$ cat src/rtl/alu_pkg.sv
// Shared ALU op encoding, sequencer states and small helpers for the datapath ALU.
package alu_pkg;

    typedef enum logic [3:0] {
        ALU_ADD  = 4'b0000,
        ALU_SLL  = 4'b0001,
        ALU_SLT  = 4'b0010,
        ALU_SLTU = 4'b0011,
        ALU_XOR  = 4'b0100,
        ALU_SRL  = 4'b0101,
        ALU_OR   = 4'b0110,
        ALU_AND  = 4'b0111,
        ALU_SUB  = 4'b1000,
        ALU_SRA  = 4'b1101
    } alu_op_e;

    typedef enum logic [1:0] {
        IDLE  = 2'b00,
        SHIFT = 2'b01,
        DONE  = 2'b10
    } seq_alu_state_e;

    function automatic logic is_shift(alu_op_e op);
        return (op == ALU_SLL) || (op == ALU_SRL) || (op == ALU_SRA);
    endfunction

endpackage

$ cat src/rtl/alu_core.sv
// Combinational single-cycle ALU ops; shifts are handled by the iterator in seq_alu.
module alu_core
    import alu_pkg::*;
#(
    parameter int unsigned XLEN = 32
) (
    input  logic [3:0]      op,
    input  logic [XLEN-1:0] a,
    input  logic [XLEN-1:0] b,
    output logic [XLEN-1:0] y
);

    alu_op_e op_e;
    assign op_e = alu_op_e'(op);

    always_comb begin
        y = '0;
        case (op_e)
            ALU_SUB:  y = a - b;
            ALU_SLT:  y[0] = $signed(a) < $signed(b);
            ALU_SLTU: y[0] = a < b;
            ALU_XOR:  y = a ^ b;
            ALU_OR:   y = a | b;
            ALU_AND:  y = a & b;
            // ADD and every unassigned code (shift codes never reach here as results)
            default:  y = a + b;
        endcase
    end

endmodule

$ cat src/rtl/seq_alu.sv
// Multi-cycle ALU: single-cycle logic/arithmetic, 1 bit/cycle shifts, valid/ready on both sides.
module seq_alu
    import alu_pkg::*;
#(
    parameter int unsigned XLEN = 32
) (
    input  logic            clk,
    input  logic            rst,
    input  logic            in_valid,
    output logic            in_ready,
    input  logic [3:0]      alu_ctrl,
    input  logic [XLEN-1:0] op_a,
    input  logic [XLEN-1:0] op_b,
    output logic            out_valid,
    input  logic            out_ready,
    output logic [XLEN-1:0] result,
    output logic            zero
);

    localparam int unsigned SHAMT_W = $clog2(XLEN);

    seq_alu_state_e state_q, state_d;
    alu_op_e        op_q, op_d;
    logic [XLEN-1:0]    acc_q, acc_d;
    logic [SHAMT_W-1:0] cnt_q, cnt_d;
    logic [XLEN-1:0]    result_q, result_d;
    logic               zero_q, zero_d;

    alu_op_e            op_in;
    logic [SHAMT_W-1:0] shamt_in;
    logic [XLEN-1:0]    core_y;
    logic [XLEN-1:0]    acc_shift;
    logic               accept;
    logic               last_shift;

    assign op_in      = alu_op_e'(alu_ctrl);
    assign shamt_in   = op_b[SHAMT_W-1:0];
    assign accept     = (state_q == IDLE) && in_valid;
    assign last_shift = (state_q == SHIFT) && (cnt_q == SHAMT_W'(1));

    alu_core #(
        .XLEN (XLEN)
    ) u_alu_core (
        .op (alu_ctrl),
        .a  (op_a),
        .b  (op_b),
        .y  (core_y)
    );

    always_ff @(posedge clk or posedge rst) begin
        if (rst) begin
            state_q <= IDLE;
        end else begin
            state_q <= state_d;
        end
    end

    always_comb begin
        state_d = state_q;
        case (state_q)
            IDLE: begin
                if (in_valid) begin
                    state_d = (is_shift(op_in) && (shamt_in != '0)) ? SHIFT : DONE;
                end
            end
            SHIFT: begin
                if (cnt_q == SHAMT_W'(1)) begin
                    state_d = DONE;
                end
            end
            DONE: begin
                if (out_ready) begin
                    state_d = IDLE;
                end
            end
            default: state_d = IDLE;
        endcase
    end

    always_comb begin
        in_ready  = (state_q == IDLE);
        out_valid = (state_q == DONE);
    end

    always_comb begin
        acc_shift = acc_q;
        case (op_q)
            ALU_SLL: acc_shift = {acc_q[XLEN-2:0], 1'b0};
            ALU_SRL: acc_shift = {1'b0, acc_q[XLEN-1:1]};
            ALU_SRA: acc_shift = {acc_q[XLEN-1], acc_q[XLEN-1:1]};
            default: acc_shift = acc_q;
        endcase
    end

    always_comb begin
        op_d     = op_q;
        acc_d    = acc_q;
        cnt_d    = cnt_q;
        result_d = result_q;
        if (accept) begin
            op_d  = op_in;
            acc_d = op_a;
            cnt_d = shamt_in;
            if (!is_shift(op_in)) begin
                result_d = core_y;
            end else if (shamt_in == '0) begin
                result_d = op_a;
            end
        end else if (state_q == SHIFT) begin
            acc_d = acc_shift;
            cnt_d = cnt_q - SHAMT_W'(1);
            if (last_shift) begin
                result_d = acc_shift;
            end
        end
        zero_d = (result_d == '0);
    end

    always_ff @(posedge clk or posedge rst) begin
        if (rst) begin
            op_q     <= ALU_ADD;
            acc_q    <= '0;
            cnt_q    <= '0;
            result_q <= '0;
            zero_q   <= 1'b1;
        end else begin
            op_q     <= op_d;
            acc_q    <= acc_d;
            cnt_q    <= cnt_d;
            result_q <= result_d;
            zero_q   <= zero_d;
        end
    end

    assign result = result_q;
    assign zero   = zero_q;

endmodule

$ cat config.mk
export PLATFORM = sky130hd
export DESIGN_NAME = seq_alu
export DESIGN_NICKNAME = d
export VERILOG_FILES = /design/src/rtl/alu_pkg.sv /design/src/rtl/alu_core.sv /design/src/rtl/seq_alu.sv
export SDC_FILE = /design/constraint.sdc
export NUM_CORES = 1
export LEC_CHECK = 0
export CAP_MARGIN = 20
export CORE_MARGIN = 2
export CORE_UTILIZATION = 45
export CTS_CLUSTER_DIAMETER = 30
export DETAILED_ROUTE_END_ITERATION = 7
export GPL_TIMING_DRIVEN = 0
export HOLD_SLACK_MARGIN = 0.02
export PLACE_DENSITY_LB_ADDON = 0.12
export SYNTH_ARGS = -nofsm -noshare
export SYNTH_HDL_FRONTEND = slang
export SYNTH_SLANG_ARGS = --single-unit
$ cat constraint.sdc
create_clock -name clk -period 4.4 [get_ports clk]
set_clock_uncertainty 0.1 [all_clocks]
set_input_delay 0.88 -clock clk [delete_from_list [all_inputs] [get_ports clk]]
set_output_delay 0.88 -clock clk [all_outputs]
set_load 0.01 [all_outputs]
==> flow_summary.yaml <==
run_status:
  status: "finished with violations"
  violations: "setup timing"
sta:
  finalSetupViolCount: 1
  rsz0062_at_grt: "yes"
  tightest_slew_ps: 1039
  final.setup.tns_ps: -501.4
  period_share: 1.114
  setup_ws_ps: -501.4
  relSlewSlack: 0.3072
  min_period_ps: 4901
  slew_viol_final: 0
  max_freq_mhz: 204.0
  hold_viol: 0
layout:
  post-route-util: 0.5729
  fin_nets: 1756
  drive_above_1_share: 0.1290
  final_cell_count_no_fill: 1876
  synthToLayoutAreaGrowth_pct: 25.18
grt:
  grt_use_total: 0.3969
  met3_usage: 0.08528
  grt.met1_usage: 0.5433
  grt_max_degree: 58
  busiest_layer: "met2"
  grt_pass1_vias: 11830
  grt_overflow: 0
  use_met2: 0.6041
  grt_pass1_wl_um: 73060
  antenna_found_initial: 0
synthesis:
  avgSynthCellArea_um2: 7.160
  synth_fa_ha_area_frac: 0.1222
  synth_top_family_by_area: "compound AO/OA/AOI/OAI gates"
  synth_flop_cell: "dfrtp_1"
  yosys.area.top_type_share: 0.1811
  yosys_warnings: 0
  async_reset_ff_frac: 1.000
  synth_xor_area_frac: 0.01352
  syn_inst: 1447
  synthTopCellsByArea: "dfrtp_1, ha_1, a21oi_1"
  synthTopCellsByCount: "nand2_1, a21oi_1, nor2_1, o21ai_0, inv_1"
  synth_compound_area_frac: 0.3626
  yosys.area.top_type: "dfrtp_1"
  synth_mux_area_frac: 0.03019
  synthSimpleGateAreaFrac: 0.2094
  synth_fp_nets: 1619
  synth_seq_cells: 76
  synth_cell_types: 85
  synth_edf_count: 0
  netlist_area_um2: 10360
  synth_seq_area_share: 0.1837
  yosysMostFrequentCell: "nand2_1"
drt:
  dr.pass1.iters: 5
  drt-initial-drc-count: 1505
  post-route-drc-count: 0
  antenna_left: 0
  via_count: 12650
  wl_per_cell_um: 26.22
  wirelength_um: 49180
  vias_per_cell: 6.745
worst_setup_path:
  critical_path_class: "input port to register"
  slowest_stage: "clkdlybuf4s50_1"
  slowest_delay_ps: 560
  path_delay_family: "simple AND/OR/NAND/NOR gates"
  startpoint_type: "input port"
  path_buf_inv: 3
  cp_max_fo: 10
  path_cells: "clkdlybuf4s50_1, inv_1, ha_1, clkbuf_4, nor4_2, nand3b_1, o211ai_1, a211oi_2, o41ai_2, xnor2_1, a221oi_1, a221oi_1, or4_1, nor4_2"
  endpoint_kind: "register"
  critPathArrivalTime_ps: 5050
  worstPathRequired_ps: 4550
die:
  core_area_um2: 22640
  die_w_um: 155.7
  placementRows: 55
  initial_core_util: 0.4576
  io_pins: 107
  die_area_um2: 24250
  die_y_um: 155.7
placement:
  place.gp.congestion: 0.9997
  dpl.hpwl_um: 38690
  port_buffers: 104
  place_inst: 1839
power_and_ir_drop:
  ir_drop_mv: 0.2525
  power.total_mw: 5.672
  power_leakage_nw: 5.366
  power.density_nw_per_um2: 437.4
cts:
  cts_tree: "yes"
  hold_buffers: 0
  htreeDepth: 3
  insertion_delay_ps: 340
  path_clk_slew_ps: 60
  cts-root-buf: "clkbuf_16"
  cts_buffer_depth: 2
  cts_buffers: 9
  clock-sinks: 76
run:
  drv_cap: 0
min_path:
  worstHoldPathType: "register to register"
## logic make-up after synthesis
logic type,after synthesis
multiplexers,31
AO/OA/AOI/OAI,563
XOR/XNOR,16
adder cells (fa/ha/maj),100
buffers and inverters,209
AND/OR/NAND/NOR,452
flip-flops,76
## path summary, 6_finish.rpt
| kind | from | to | slack, ps | depth (start not counted) |
|---|---|---|---|---|
| max | op_b[11] | zero$_DFF_PP1_ | -500 | 14 |
| min | acc_q[0]$_DFFE_PP0P_ | acc_q[0]$_DFFE_PP0P_ | 430 | 2 |
| max reg2reg | cnt_q[1]$_DFFE_PP0P_ | zero$_DFF_PP1_ | -180 | 13 |
| min reg2reg | acc_q[0]$_DFFE_PP0P_ | acc_q[0]$_DFFE_PP0P_ | 430 | 2 |
| max in group asynchronous | rst | acc_q[9]$_DFFE_PP0P_ | 2870 | 3 |
| min in group asynchronous | rst | acc_q[22]$_DFFE_PP0P_ | 740 | 2 |
## flip-flops by register name, summed over array words and instances (netlist names)
| signal | cells |
|---|---|
| op_q | 4 |
| state_q | 2 |
| cnt_q | 5 |
| result | 32 |
| acc_q | 32 |
| zero | 1 |
## worst reg2reg max path, stage by stage, from the launching register on
cell      delay (ps)
dfrtp_1          400
inv_1             90
ha_1             170
or4b_2           630
nor2_1           310
buf_2            310
buf_1            510
clkbuf_1         550
a21oi_1          190
a311oi_1         310
o211ai_1         180
nor4_1           320
nand4b_1         170
nor4_2           250
## power by group
part	leakage [nW]	internal [mW]	switching (mW)	total [mW]
Clock	0.149	0.469	0.305	0.774
Sequential	0.910	1.03	0.399	1.43
Combinational	4.31	1.36	2.11	3.47
## layout make-up
type,count,area (um2)
fillers,2229,9671
multi-input cells,1162,8279
flip-flops and latches,76,1903
repair buffers,127,1221
plain buffers,101,490.5
inverters,107,410.4
well taps,285,356.6
clock buffers,12,256.5
clock inverters,4,47.55
diodes,2,5.005
## routing by layer
metal  part of all wire  up-vias
met1               0.41     6021
met3               0.12      151
met4              0.044        0
li1                   -     5644
met5                  0        -
met2               0.43      837
## layout by cell type (no fill, tap or decap), types with 16 or more instances in the layout
cell and instances:
nand2_1 141, a21oi_1 122, nor2_1 111, o21ai_0 111, inv_1 95, ha_1 86
clkdlybuf4s50_1 80, dfrtp_1 75, clkbuf_1 50, a22oi_1 50, mux2i_1 28, nand3_1 27
nor3_1 26, buf_4 22, o211ai_1 22, clkbuf_2 19, a211oi_1 19, nand2b_1 17
nor2b_1 17, nand4_1 17, a31oi_1 17, and3_1 16, dlygate4sd2_1 16
## stage by stage
| stage | instance area (um2) | setup slack [ps] | hold slack [ps] |
|---|---|---|---|
| 2_1_floorplan | 10400 | 53.96 | 354.3 |
| 3_3_place_gp | 11800 | -1672 | 398.3 |
| 3_5_place_dp | 11850 | -1615 | 417.1 |
| 4_1_cts | 12890 | -378.0 | 430.7 |
| 5_1_grt | 12960 | -599.1 | 463.8 |
| 6_report | 12970 | -501.4 | 428.8 |
## repair_timing
action                                  in CTS  in global routing
endpoints found under the setup margin      27                  7
pin swaps                                   26                  3
setup buffers                               20                  0
gates cloned                                 0                  0
gates resized for setup                    188                 20
Power figures use the tool's default switching activity.
